--- config.mk ---
export PLATFORM = sky130hd
export DESIGN_NAME = suprloco_vram_arbiter
export DESIGN_NICKNAME = d
export VERILOG_FILES = /design/src/rtl/suprloco_vram_arbiter.sv
export SDC_FILE = /design/constraint.sdc
export NUM_CORES = 1
export LEC_CHECK = 0
export CAP_MARGIN = 20
export CORE_UTILIZATION = 45
export DETAILED_ROUTE_END_ITERATION = 16
export PLACE_DENSITY = 0.79
export SLEW_MARGIN = 30
export SYNTH_ARGS = -nofsm -noshare
export SYNTH_HDL_FRONTEND = slang
export SYNTH_SLANG_ARGS = --single-unit
--- constraint.sdc ---
create_clock -name i_MCLK -period 1.75 [get_ports i_MCLK]
set_input_delay 0.2625 -clock i_MCLK [delete_from_list [all_inputs] [get_ports i_MCLK]]
set_output_delay 0.2625 -clock i_MCLK [all_outputs]
set_load 0.005 [all_outputs]
--- src/rtl/suprloco_vram_arbiter.sv ---
// ---------------------------------------------------------------------------
// suprloco_vram_arbiter
//
// Shares one single-port video SRAM between the video fetch engine and the
// CPU. Every access is three clock edges long: issue (strobe registered out),
// SRAM cycle (strobe dropped, SRAM presents data), capture (data registered,
// completion pulse). Video requests strictly win over CPU requests, but an
// access already in flight always runs to completion.
//
// Parameters
//   AW             SRAM address width
//   DW             SRAM data width
//
// Ports
//   i_MCLK         master clock, all state changes on rising edge
//   i_RST_n        asynchronous active-low reset
//   i_VID_REQ      one-cycle video read request strobe
//   i_VID_ADDR     video read address, sampled with i_VID_REQ
//   o_VID_DATA     video read data (registered)
//   o_VID_VALID    one-cycle pulse when o_VID_DATA is updated
//   o_VID_OVR      sticky flag: a video request was overwritten before service
//   i_CPU_RQ       CPU access request level, held until o_CPU_ACK
//   i_CPU_WE       1 = write, 0 = read; stable while i_CPU_RQ is high
//   i_CPU_ADDR     CPU address
//   i_CPU_DIN      CPU write data
//   o_CPU_DOUT     CPU read data (registered)
//   o_CPU_ACK      one-cycle completion pulse for reads and writes
//   o_SRAM_ADDR    registered SRAM address
//   o_SRAM_DIN     registered SRAM write data
//   o_SRAM_RD      registered SRAM read strobe
//   o_SRAM_WR      registered SRAM write strobe (never high with o_SRAM_RD)
//   i_SRAM_DOUT    SRAM read data, valid the cycle after RD is sampled
//   o_CPU_WAIT_n   (only with SUPRLOCO_ARB_CPU_WAIT_EN) low while a CPU
//                  request is outstanding and has not reached its capture cycle
//
// Build option
//   SUPRLOCO_ARB_CPU_WAIT_EN  adds the o_CPU_WAIT_n output; when undefined the
//                             port is absent and behaviour is otherwise equal.
// ---------------------------------------------------------------------------

module suprloco_vram_arbiter #(
  parameter int unsigned AW = 11,
  parameter int unsigned DW = 8
) (
  input  logic          i_MCLK,
  input  logic          i_RST_n,
  // Video port
  input  logic          i_VID_REQ,
  input  logic [AW-1:0] i_VID_ADDR,
  output logic [DW-1:0] o_VID_DATA,
  output logic          o_VID_VALID,
  output logic          o_VID_OVR,
  // CPU port
  input  logic          i_CPU_RQ,
  input  logic          i_CPU_WE,
  input  logic [AW-1:0] i_CPU_ADDR,
  input  logic [DW-1:0] i_CPU_DIN,
  output logic [DW-1:0] o_CPU_DOUT,
  output logic          o_CPU_ACK,
  // SRAM port
  output logic [AW-1:0] o_SRAM_ADDR,
  output logic [DW-1:0] o_SRAM_DIN,
  output logic          o_SRAM_RD,
  output logic          o_SRAM_WR,
  input  logic [DW-1:0] i_SRAM_DOUT
`ifdef SUPRLOCO_ARB_CPU_WAIT_EN
  ,
  output logic          o_CPU_WAIT_n
`endif
);

  typedef enum logic [2:0] {
    StIdle,
    StVIss,
    StVCap,
    StCIss,
    StCCap
  } state_e;

  state_e        state_q;
  logic          vid_pend_q;   // a video request is waiting for the arbiter
  logic [AW-1:0] vid_addr_q;   // address of the most recent video request
  logic          cpu_armed_q;  // CPU may start one access for the current RQ
  logic          cpu_we_q;     // direction of the CPU access in flight

  // Video has priority: either a latched request or one arriving this cycle.
  logic          vid_take;
  logic [AW-1:0] vid_take_addr;
  logic          cpu_take;

  always_comb begin
    vid_take      = vid_pend_q | i_VID_REQ;
    // A fresh strobe overrides whatever was latched earlier.
    vid_take_addr = i_VID_REQ ? i_VID_ADDR : vid_addr_q;
    cpu_take      = ~vid_take & i_CPU_RQ & cpu_armed_q;
  end

  always_ff @(posedge i_MCLK or negedge i_RST_n) begin
    if (!i_RST_n) begin
      state_q     <= StIdle;
      vid_pend_q  <= 1'b0;
      vid_addr_q  <= '0;
      cpu_armed_q <= 1'b1;
      cpu_we_q    <= 1'b0;
      o_VID_DATA  <= '0;
      o_VID_VALID <= 1'b0;
      o_VID_OVR   <= 1'b0;
      o_CPU_DOUT  <= '0;
      o_CPU_ACK   <= 1'b0;
      o_SRAM_ADDR <= '0;
      o_SRAM_DIN  <= '0;
      o_SRAM_RD   <= 1'b0;
      o_SRAM_WR   <= 1'b0;
    end else begin
      // Completion pulses last exactly one cycle.
      o_VID_VALID <= 1'b0;
      o_CPU_ACK   <= 1'b0;

      // One RQ assertion buys one access: re-arm only once RQ is seen low.
      if (!i_CPU_RQ) begin
        cpu_armed_q <= 1'b1;
      end

      // A second request before the first was serviced loses the first one.
      if (i_VID_REQ && vid_pend_q) begin
        o_VID_OVR <= 1'b1;
      end

      // Always latch the newest video address; the pending flag is handled
      // per state because IDLE services the request on the same edge.
      if (i_VID_REQ) begin
        vid_addr_q <= i_VID_ADDR;
      end

      unique case (state_q)
        StIdle: begin
          if (vid_take) begin
            o_SRAM_ADDR <= vid_take_addr;
            o_SRAM_RD   <= 1'b1;
            o_SRAM_WR   <= 1'b0;
            vid_pend_q  <= 1'b0;
            state_q     <= StVIss;
          end else if (cpu_take) begin
            o_SRAM_ADDR <= i_CPU_ADDR;
            o_SRAM_RD   <= ~i_CPU_WE;
            o_SRAM_WR   <= i_CPU_WE;
            if (i_CPU_WE) begin
              o_SRAM_DIN <= i_CPU_DIN;
            end
            cpu_we_q    <= i_CPU_WE;
            cpu_armed_q <= 1'b0;
            state_q     <= StCIss;
          end
        end

        StVIss: begin
          o_SRAM_RD <= 1'b0;
          o_SRAM_WR <= 1'b0;
          if (i_VID_REQ) begin
            vid_pend_q <= 1'b1;
          end
          state_q <= StVCap;
        end

        StVCap: begin
          o_VID_DATA  <= i_SRAM_DOUT;
          o_VID_VALID <= 1'b1;
          if (i_VID_REQ) begin
            vid_pend_q <= 1'b1;
          end
          state_q <= StIdle;
        end

        StCIss: begin
          o_SRAM_RD <= 1'b0;
          o_SRAM_WR <= 1'b0;
          if (i_VID_REQ) begin
            vid_pend_q <= 1'b1;
          end
          state_q <= StCCap;
        end

        StCCap: begin
          if (!cpu_we_q) begin
            o_CPU_DOUT <= i_SRAM_DOUT;
          end
          o_CPU_ACK <= 1'b1;
          if (i_VID_REQ) begin
            vid_pend_q <= 1'b1;
          end
          state_q <= StIdle;
        end

        default: begin
          o_SRAM_RD <= 1'b0;
          o_SRAM_WR <= 1'b0;
          state_q   <= StIdle;
        end
      endcase
    end
  end

`ifdef SUPRLOCO_ARB_CPU_WAIT_EN
  // Stall the CPU from RQ rise until the capture cycle. While armed the request
  // has not been accepted yet; in StCIss it has been accepted (armed already
  // cleared) but data is not back. Reset forces the output high.
  logic cpu_stall;

  always_comb begin
    cpu_stall    = i_CPU_RQ & (cpu_armed_q | (state_q == StCIss));
    o_CPU_WAIT_n = ~i_RST_n | ~cpu_stall;
  end
`endif

endmodule
**Word level (Yosys, flattened, before mapping)**

Index checks and enable logic that the tools add are counted.

- Flip-flop bits (word level): 57
- Bits of input ports: 43
- Word-level logic and storage cells: 61

- Eq/ne operators: 7
- Multiplexer cells: 21
- Bitwise operators: 7
- Reduce and logical (&&, ||, !) cells: 12

Operators with widths:

| cell | count |
|---|---|
| $mux 11 | 3 |
| $mux 1 | 12 |
| $pmux 3 s3 | 1 |
| $eq 3x2->1 const B | 2 |
| $mux 3 | 2 |
| $pmux 1 s2 | 3 |
| $reduce_and 2->1 | 3 |
| $reduce_and 3->1 | 2 |
| $not 1->1 | 4 |
| $reduce_and 4->1 | 1 |
| $reduce_bool 2->1 | 2 |
| $reduce_or 4->1 | 1 |
| $eq 3x1->1 const B | 1 |
| $eq 3x3->1 const B | 1 |
| $logic_not 3->1 | 1 |
| $ne 3x3->1 const B | 1 |
| $and 1x1->1 | 2 |
| $ne 2x1->1 const B | 1 |
| $ne 2x2->1 const B | 1 |
| $reduce_or 2->1 | 1 |
| $logic_and 1x1->1 | 1 |
| $or 1x1->1 | 1 |

**Longest topological paths before layout**

- Depth in word-level cells: 7
- Mapped depth: 5
- Mapped depth without buffers: 3

**Worst setup path after synthesis**

Ideal clock, no wire load.

- Kind: flip-flop to flip-flop
- Start: register cpu_armed_q
- End: register o_SRAM_DIN[0]
- Setup time: 128 ps
- Arrival: 1262 ps
- Data required time: 1622 ps
- Path slack: 361 ps
- Cell stages (with the launch flop): 4
- Buffers on the path: 0
- Path through: dfstp_2 -> and4bb_2 -> nand3_4 -> mux2_1

- Word-level cells in the longest chain between the ends: 2

Ends and longest elaborated chain:

| item | RTL line | text |
|---|---|---|
| start: declaration | 83 | `logic cpu_armed_q;` |
| start signal: assignment | 103 | `cpu_armed_q <= 1'b1;` |
| start signal: assignment | 121 | `cpu_armed_q <= 1'b1;` |
| start signal: assignment | 151 | `cpu_armed_q <= 1'b0;` |
| $and 1x1->1 | 95 | `cpu_take = ~vid_take & i_CPU_RQ & cpu_armed_q;` |
| $reduce_and 4->1 (no line) | -- |  |
| end signal: assignment | 148 | `o_SRAM_DIN <= i_CPU_DIN;` |
| end: declaration | 62 | `output logic [DW-1:0] o_SRAM_DIN,` |

No other way between the ends.
A chain may end at the register's enable or synchronous reset.

**Worst setup path in the final report**

- Start: register state_q[0]
- End: register o_CPU_DOUT[4]

- Word-level cells in the longest chain between the ends: 2

Ends and longest elaborated chain:

| item | RTL line | text |
|---|---|---|
| start: declaration | 80 | `state_e state_q;` |
| start signal: assignment | 100 | `state_q <= StIdle;` |
| start signal: assignment | 142 | `state_q <= StVIss;` |
| start signal: assignment | 152 | `state_q <= StCIss;` |
| $eq 3x3->1 | 135 | `unique case (state_q)` |
| $reduce_and 2->1 (no line) | -- |  |
| end signal: assignment | 185 | `o_CPU_DOUT <= i_SRAM_DOUT;` |
| end: declaration | 58 | `output logic [DW-1:0] o_CPU_DOUT,` |

No other way between the ends.

==> metrics.txt <==
Final ANT Viol Nets=0; proportion of layout cells with a drive suffix above 1=23.5%; max-slew violation count=0; Mapped Cells=169; Clock Pin Slew Worst Setup and Hold Paths=60 ps; critical path endpoint category=flop; GP Congestion=0.695; fin cells=approximately 340; largest family of logic cells by synthesized area=multiplexers; initial antenna violation count=0; DRT Pass-1 Iters=4; Inserted Clock Buffers=9; Cells after DPL=321; Die Ht=76.1 um; CP Data Arrival Time=1720 ps; vias=approximately 1700; starting density of the core=47.5%; Net Sw Power=~1600 uW; critical path's slowest cell=dfrtp_1; synthesized area=around 2500 um^2; most frequent cells in the layout=clkdlybuf4s50_1 (81), dfrtp_1 (56), mux2_2 (20); switch share=28.6%; Worst Max-Slew Pin Slew=about 440 ps; Synth Area in Compound Gates=between 10% and 20%; Root Driver=clkbuf_8; data required time of the worst path=1940 ps; Core ar.=5200 um^2; type of origin of the critical path=flop; Synth Area in Simple Gates=~10%; Synth cell types=37; Leak=roughly 0.0015 uW; PD cells=around 1600 nW/um^2; first-pass GRT wire length=between 8000 and 9000 um; Crit path max-delay family=flip-flops; Clock Sinks=57; Max Cap Viol=0; slowest stage delay, CP=490 ps; clock share of power=a little under a fifth; Setup WS post-layout=approximately 220 ps; ANT cells=0; Synth Net Count=212; crit path buf inv count=1; vias per cell=5.08; RSZ-0062 raised after global routing=false; # port buffers=82; clock skew=9.55 ps; die width=76.1 um; Residual DRC=0; GRT overflow=0; Row Count=26; area growth from synthesis to layout=45.3%; dpl ws=-5.12 ps; Post-DP HPWL=3580 um; period utilization=87.4%; Yosys reg bits=57; 1st-iter DRT viols=42; Syn Area/Cell=approximately 15 um^2; final layout net count=306; portion of netlist area occupied by mux cells=~16%; global-route usage over all layers=a little under a fifth; final WL=about 4900 um; Die ar.=slightly below 6000 um^2; Seq pwr share=between 30% and 40%; status=completed; internal power=3980 uW; post-synthesis adder-cell area fraction=0%; Setup Viol. Count Final=0; Final Hold Viols=0; fin crit period=between 1500 and 2000 ps; Yosys warning count=0; CTS tree=built; VDD IR max=just over 0.7 mV; Hold Crit Class=input pin to async pin; most common cell after layout, fill and taps aside=clkdlybuf4s50_1; post-synthesis xor/xnor area fraction=0%; Logic pwr share=between 40% and 50%; Max transition margin=70.7%; Max Buffers Root-to-Sink=2; I/O pins=83; Worst-Skew Late Latency=320 ps; drt wl/cell=14.6 um; H-tree Lvls=3; final hold slack=between 400 and 500 ps; vias in the first global route=roughly 1800; Crit Path Category=flop to flop; CP cell instances=nor3b_2 -> nor2b_1 -> buf_4 -> mux2_1; pin count of the biggest net entering global routing=24; Worst Path Max Fanout=9; Seq/Total Area, Yosys=just under 60%; max frequency=around 0.65 GHz
[metrics by stage]
step	setup TNS, ps	utilization, %	area [um^2]	total power, uW
finish	0	69.0	3590	5570
global route	0	69.0	3590	5930
CTS	0	69.0	3590	5650
detailed placement	-9.23	65.5	3410	4570
global placement	0	65.5	3410	4520
floorplan	0	-	2470	3360
[final timing paths]
| check | start | to | slack (ps) | depth (start not counted) |
|---|---|---|---|---|
| worst max-delay path | state_q[0] | o_CPU_DOUT[4] | 220 | 4 |
| worst min-delay path | i_RST_n | vid_addr_q[6] | 420 | 2 |
| worst max register to register | state_q[0] | o_CPU_DOUT[4] | 220 | 4 |
| worst min register to register | o_VID_OVR | o_VID_OVR | 470 | 1 |
| max in group asynchronous | i_RST_n | o_VID_DATA[2] | 730 | 3 |
| min in group i_MCLK | o_VID_OVR | o_VID_OVR | 470 | 1 |
[state kept, by name, summed over array words and instances, names as in the netlist]
| name | flops |
|---|---|
| vid_addr_q | 11 |
| cpu_we_q | 1 |
| o_CPU_DOUT | 8 |
| o_VID_VALID | 1 |
| state_q | 3 |
| cpu_armed_q | 1 |
| o_VID_OVR | 1 |
| vid_pend_q | 1 |
| o_SRAM_WR | 1 |
| o_SRAM_RD | 1 |
| o_VID_DATA | 8 |
| o_SRAM_ADDR | 11 |
| o_CPU_ACK | 1 |
| o_SRAM_DIN | 8 |
[synthesized netlist by cell type, drive strengths merged]
| master | n | area [um^2] |
|---|---|---|
| or3b | 1 | 8.76 |
| nor3b | 2 | 20.0 |
| nand3b | 1 | 7.51 |
| nand2b | 12 | 75.1 |
| o21ai | 3 | 15.0 |
| a211oi | 1 | 12.5 |
| and3b | 1 | 8.76 |
| nor2b | 2 | 12.5 |
| dfrtp | 56 | 1400 |
| a2bb2oi | 11 | 153 |
| buf | 11 | 76.3 |
| o21a | 1 | 7.51 |
| or3 | 1 | 11.3 |
| and4bb | 2 | 25.0 |
| nand2 | 3 | 11.3 |
| o31ai | 1 | 7.51 |
| a31oi | 1 | 6.26 |
| nor2 | 3 | 18.8 |
| nor3 | 1 | 16.3 |
| inv | 1 | 3.75 |
| clkbuf | 1 | 3.75 |
| mux2 | 35 | 394 |
| a21oi | 2 | 10.0 |
| nand3 | 2 | 22.5 |
| dfstp | 1 | 26.3 |
| a21o | 1 | 7.51 |
| nand4bb | 1 | 11.3 |
| o221ai | 11 | 96.3 |
[power groups by stage]
stage | clock, uW | combinational [uW] | sequential [uW]
after detailed placement | 0 | 2360 | 2210
after floorplan | 0 | 1200 | 2150
after CTS | 1090 | 2370 | 2190
after global placement | 0 | 2320 | 2200
final | 1060 | 2330 | 2180
after global routing | 1150 | 2510 | 2270
[cell families after synthesis]
| logic type | Yosys count |
|---|---|
| AO/OA/AOI/OAI | 32 |
| buffers and inverters | 13 |
| flip-flops | 57 |
| multiplexers | 35 |
| AND/OR/NAND/NOR | 32 |
[timing repair]
| item | CTS | global route |
|---|---|---|
| hold buffers | 1 | 0 |
| hold endpoints to repair | 15 | 0 |
| gates resized for setup | 0 | 0 |
| setup buffers | 0 | 0 |
[per-layer routing]
metal  vias to the layer above  track usage, %  routed length [um]
met1                       826            23.3                2080
li1                        817               -                   -
met2                        68            31.3                2460
met4                         0            8.27                  54
met3                         7            5.99                 325
met5                         -               0                   0
[area by class of cell]
type | count | area [um^2]
Fill cell | 407 | 1620
Sequential cell | 57 | 1430
Multi-Input combinational cell | 99 | 958
Timing Repair Buffer | 95 | 941
Clock buffer | 15 | 166
Tap cell | 70 | 87.6
Clock inverter | 1 | 5.00
Inverter | 1 | 3.75
No activity file was read; power rests on OpenSTA's default activity.
